==> src/rtl/mispredict_recovery_ctrl.sv <==
// Branch-mispredict recovery sequencer: captures the oldest mispredicted slot in M,
// issues a one-cycle redirect/flush, then ignores wrong-path resolutions for a shadow window.
module mispredict_recovery_ctrl #(
  parameter int PC_W          = 11,
  parameter int SHADOW_CYCLES = 2,
  parameter int CNT_W         = 16
) (
  input  logic             clk,
  input  logic             rst,
  input  logic             branchM1,
  input  logic             branchM2,
  input  logic             PredictionM1,
  input  logic             PredictionM2,
  input  logic             branch_taken1,
  input  logic             branch_taken2,
  input  logic [PC_W-1:0]  CorrectedPC1,
  input  logic [PC_W-1:0]  CorrectedPC2,
  input  logic             stallM,
  input  logic             clear_stats,
  output logic             redirect_valid,
  output logic [PC_W-1:0]  redirect_pc,
  output logic             flushF,
  output logic             flushD,
  output logic             flushE,
  output logic             squash_slot2,
  output logic             busy,
  output logic [CNT_W-1:0] mispredict_count
);

  typedef enum logic [1:0] {
    IDLE     = 2'd0,
    REDIRECT = 2'd1,
    SHADOW   = 2'd2
  } state_e;

  state_e           state_q, state_d;
  logic [3:0]       shadow_q, shadow_d;
  logic [PC_W-1:0]  pc_q, pc_d;
  logic             flush_q, flush_d;
  logic             squash_q, squash_d;
  logic             busy_q, busy_d;
  logic [CNT_W-1:0] cnt_q, cnt_d;
  logic             misp1, misp2, capture;

  always_comb begin
    misp1   = branchM1 & (PredictionM1 != branch_taken1);
    misp2   = branchM2 & (PredictionM2 != branch_taken2);
    capture = (state_q == IDLE) & ~stallM & (misp1 | misp2);

    state_d  = state_q;
    shadow_d = shadow_q;
    pc_d     = pc_q;
    squash_d = 1'b0;

    unique case (state_q)
      IDLE: begin
        if (capture) begin
          state_d  = REDIRECT;
          pc_d     = misp1 ? CorrectedPC1 : CorrectedPC2;
          squash_d = misp1;
        end
      end
      REDIRECT: begin
        state_d  = SHADOW;
        shadow_d = 4'(SHADOW_CYCLES);
      end
      SHADOW: begin
        shadow_d = shadow_q - 4'd1;
        if (shadow_q == 4'd1) state_d = IDLE;
      end
      default: state_d = IDLE;
    endcase

    // Outputs are registered from the next state so the redirect appears one cycle after capture.
    flush_d = (state_d == REDIRECT);
    busy_d  = (state_d != IDLE);

    cnt_d = cnt_q;
    if (clear_stats)                  cnt_d = '0;
    else if (capture && cnt_q != '1)  cnt_d = cnt_q + CNT_W'(1);
  end

  always_ff @(posedge clk or posedge rst) begin
    if (rst) begin
      state_q  <= IDLE;
      shadow_q <= '0;
      pc_q     <= '0;
      flush_q  <= 1'b0;
      squash_q <= 1'b0;
      busy_q   <= 1'b0;
      cnt_q    <= '0;
    end else begin
      state_q  <= state_d;
      shadow_q <= shadow_d;
      pc_q     <= pc_d;
      flush_q  <= flush_d;
      squash_q <= squash_d;
      busy_q   <= busy_d;
      cnt_q    <= cnt_d;
    end
  end

  assign redirect_valid   = flush_q;
  assign flushF           = flush_q;
  assign flushD           = flush_q;
  assign flushE           = flush_q;
  assign squash_slot2     = squash_q;
  assign busy             = busy_q;
  assign redirect_pc      = pc_q;
  assign mispredict_count = cnt_q;

endmodule

==> config.mk <==
export PLATFORM = sky130hd
export DESIGN_NAME = mispredict_recovery_ctrl
export DESIGN_NICKNAME = d
export VERILOG_FILES = /design/src/rtl/mispredict_recovery_ctrl.sv
export SDC_FILE = /design/constraint.sdc
export NUM_CORES = 1
export LEC_CHECK = 0
export CAP_MARGIN = 20
export CORE_UTILIZATION = 49
export CTS_CLUSTER_SIZE = 28
export DETAILED_ROUTE_END_ITERATION = 16
export PLACE_DENSITY = 0.92
export SLEW_MARGIN = 25
export SYNTH_ARGS = -nofsm -noshare
export SYNTH_HDL_FRONTEND = slang
export SYNTH_SLANG_ARGS = --single-unit
==> constraint.sdc <==
create_clock -name clk -period 4.3 [get_ports clk]
set_input_delay 0.86 -clock clk [delete_from_list [all_inputs] [get_ports clk]]
set_output_delay 0.86 -clock clk [all_outputs]
set_load 0.05 [all_outputs]
==> impl_metrics.tcl <==
set metrics [dict create \
    status "complete, no violations" \
    cp-end-kind "flop" \
    die_y_microns 64.6 \
    fmax_achieved_mhz 372 \
    gp_congestion 0.805 \
    finish.instance_area_sq_um 2670 \
    clkTransAtPathRegs_ns 0.07 \
    gr-total-overflow 0 \
    p_leak_nw 1.18 \
    worst-slew-pin-transition_ns 0.802 \
    peak_supply_drop_uv 265 \
    hold_path.class "flop to flop" \
    timing.critical_path.arrival_ns 2.85 \
    deepest_clock_path_buffer_count 2 \
    cts_resized 0 \
    worst_skew_pair_latency_ns 0.29 \
    detail_route.drc_violations 0 \
    finalWorstPathRequiredPeriod_ns 2.69 \
    crit_path_start_kind "input port" \
    max-cap-violations 0 \
    yosys_warnings 0 \
    synth.largest_area_cell "dfrtp_1" \
    synth-seq-cells 36 \
    timing.slew.headroom 0.466 \
    flow.area_growth_from_synthesis_pct 39.1 \
    synthDominantCellAreaShare 0.470 \
    syn_area_sq_um 1920 \
    core.rowCount 22 \
    hold_violations 0 \
    pin_count_of_the_biggest_net_entering_global_routing 37 \
    min_period_over_period 0.625 \
    total_nets_final 292 \
    routed_wl_microns 4230 \
    floorplan.core_area_sq_um 3720 \
    hpwlAfterDp_microns 3140 \
    dr_total_vias 1608 \
    setup_viol 0 \
    synth_area_leaders "dfrtp_1 47%, mux2i_1 5.7%, nor2_1 5.7%" \
    timing.hold.worst_path_depth 2 \
    ys_seq_area_frac 0.470 \
    setup_total_negative_slack_ns 0 \
    worst-setup-path-type "input port to flop" \
    grt.total_usage 0.219 \
    initial_utilization 0.516 \
    synth_cell_type_count 37 \
    syn_area_per_cell_sq_um 10.0 \
    post_cts.repair.setup_buffers 0 \
    drt_first_iter_violations 83 \
    powerDensity_nw_per_um2 526 \
    cts.htree.levels 2 \
    viasPerCell 5.31 \
    post_cts_hold_buffer_count 0 \
    fin_skew_ns 0.00549 \
    cp.required_ns 4.46 \
    cts_inserted_buffers 5 \
    io_buffers 64 \
    worstRegToRegCells 7 \
    detail_route.wl_per_cell_microns 14.0 \
    rsz0062_at_grt "no" \
    place_area_sq_um 2580 \
    synthesized_instance_count 191 \
    antenna_cells 0 \
    design.portCount 65 \
    die-area_sq_um 4170 \
    drt.antenna.violating_nets 0 \
    layout-drive-gt1-share 0.0510 \
    post_syn_nets 229 \
    grt_antenna_before_repair 0 \
    drt-pass1-iter-count 4 \
    cts_root_buf "clkbuf_8" \
    vias_in_the_first_global_route 1522 \
    floorplan.die.width_microns 64.6 \
    global_route_wire_length_before_repair_microns 6800 \
    cts_tree "yes" \
    critical_path.max_fanout 26 \
    slew_viol_final 0 \
    cts_sinks 36 \
]
-- synthesized netlist by cell type --
library cell	number
nand2b_1	1
nor4_4	2
nand2_1	6
nor4_1	3
mux2i_1	11
buf_2	2
inv_1	10
and2_1	4
xor2_2	1
a21bo_1	1
dfrtp_1	36
nor2b_1	2
nand4_1	8
nor3b_1	1
nand3_1	9
clkbuf_1	3
ha_1	6
nand3b_1	1
and4_1	2
buf_4	3
a21oi_1	15
a31o_1	1
a22o_1	2
mux2_1	1
a31oi_1	1
nor2_1	29
xor2_1	5
nand4_2	1
a21o_1	1
nor4b_1	1
and3b_1	2
mux2_4	1
a22oi_4	1
xnor2_1	7
o21ai_0	7
nor3_1	3
buf_1	1
-- layout by cell type, fill, tap and decap left out, types with 2 or more instances in the layout --
| master | Yosys | routed |
|---|---|---|
| clkdlybuf4s50_1 | 0 | 64 |
| dfrtp_1 | 36 | 36 |
| nor2_1 | 29 | 29 |
| a21oi_1 | 15 | 15 |
| mux2i_1 | 11 | 11 |
| inv_1 | 10 | 10 |
| nand3_1 | 9 | 9 |
| nand4_1 | 8 | 8 |
| o21ai_0 | 7 | 7 |
| xnor2_1 | 7 | 7 |
| nand2_1 | 6 | 6 |
| ha_1 | 6 | 6 |
| clkbuf_8 | 0 | 6 |
| xor2_1 | 5 | 5 |
| and2_1 | 4 | 4 |
| nor3_1 | 3 | 3 |
| nor4_1 | 3 | 3 |
| a22o_1 | 2 | 2 |
| and3b_1 | 2 | 2 |
| nor4_4 | 2 | 2 |
| nor2b_1 | 2 | 2 |
| and4_1 | 2 | 2 |
| clkbuf_1 | 3 | 2 |
-- where the power goes --
group / internal (mW) / switching (mW) / leakage (nW)
Clock: 0.131 / 0.118 / 0.0455
Sequential: 0.424 / 0.0537 / 0.459
Combinational: 0.234 / 0.443 / 0.674
Total: 0.788 / 0.615 / 1.18
-- registers in the layout (all words and copies together) (netlist names) --
register / count
mispredict_count: 16
squash_slot2: 1
shadow_q: 4
busy: 1
state_q: 2
redirect_pc: 11
flushD: 1
-- metrics by stage --
stage           util  setup slack (ns)  cells  power, mW  hold WS (ns)
2_1_floorplan      -              2.10    191      0.945         0.497
3_3_place_gp   0.694              1.41    295       1.14         0.515
3_5_place_dp   0.694              1.29    295       1.17         0.523
4_1_cts        0.718              1.60    303       1.41         0.539
5_1_grt        0.718              1.44    303       1.48         0.570
6_report       0.718              1.61    303       1.40         0.533
-- worst max-delay path, stage by stage --
cell and delay [ns]:
clkdlybuf4s50_1 0.47, xor2_1 0.31, a22o_1 0.74, nand4_1 0.22
xor2_1 0.19, nor2_1 0.05
-- cell type report --
type / count / area [sq um]
fillers: 289 / 1050
multi-input cells: 136 / 932
flip-flops and latches: 36 / 901
repair buffers: 65 / 648
clock buffers: 8 / 90.1
well taps: 48 / 60.1
inverters: 10 / 37.5
-- layer usage --
metal  global-route usage  routed length (microns)  vias to the layer above
met4                0.103                       64                        0
met1                0.258                     1770                      751
met2                0.362                     2090                       64
met3               0.0704                      305                        5
met5                    0                        0                        -
li1                     -                        -                      788
-- worst paths after layout --
check | slack (ns) | to | start
max | 1.61 | mispredict_count[14] | PredictionM2
min | 0.53 | redirect_pc[3] | redirect_pc[3]
max reg2reg | 2.05 | mispredict_count[14] | state_q[0]
min reg2reg | 0.53 | redirect_pc[3] | redirect_pc[3]
max in group asynchronous | 3.01 | shadow_q[3] | rst
min in group asynchronous | 0.98 | mispredict_count[15] | rst
-- logic make-up (layout without fill, tap and decap cells) --
logic type / Yosys count / count (layout) / share of synthesized area
flip-flops: 36 / 36 / 0.470
AND/OR/NAND/NOR: 75 / 75 / 0.218
XOR/XNOR: 13 / 13 / 0.0633
AO/OA/AOI/OAI: 29 / 29 / 0.0946
adder cells (fa/ha/maj): 6 / 6 / 0.0391
multiplexers: 13 / 13 / 0.0711
buffers and inverters: 19 / 83 / 0.0444
Note: power is estimated with default switching activity, not from simulation.
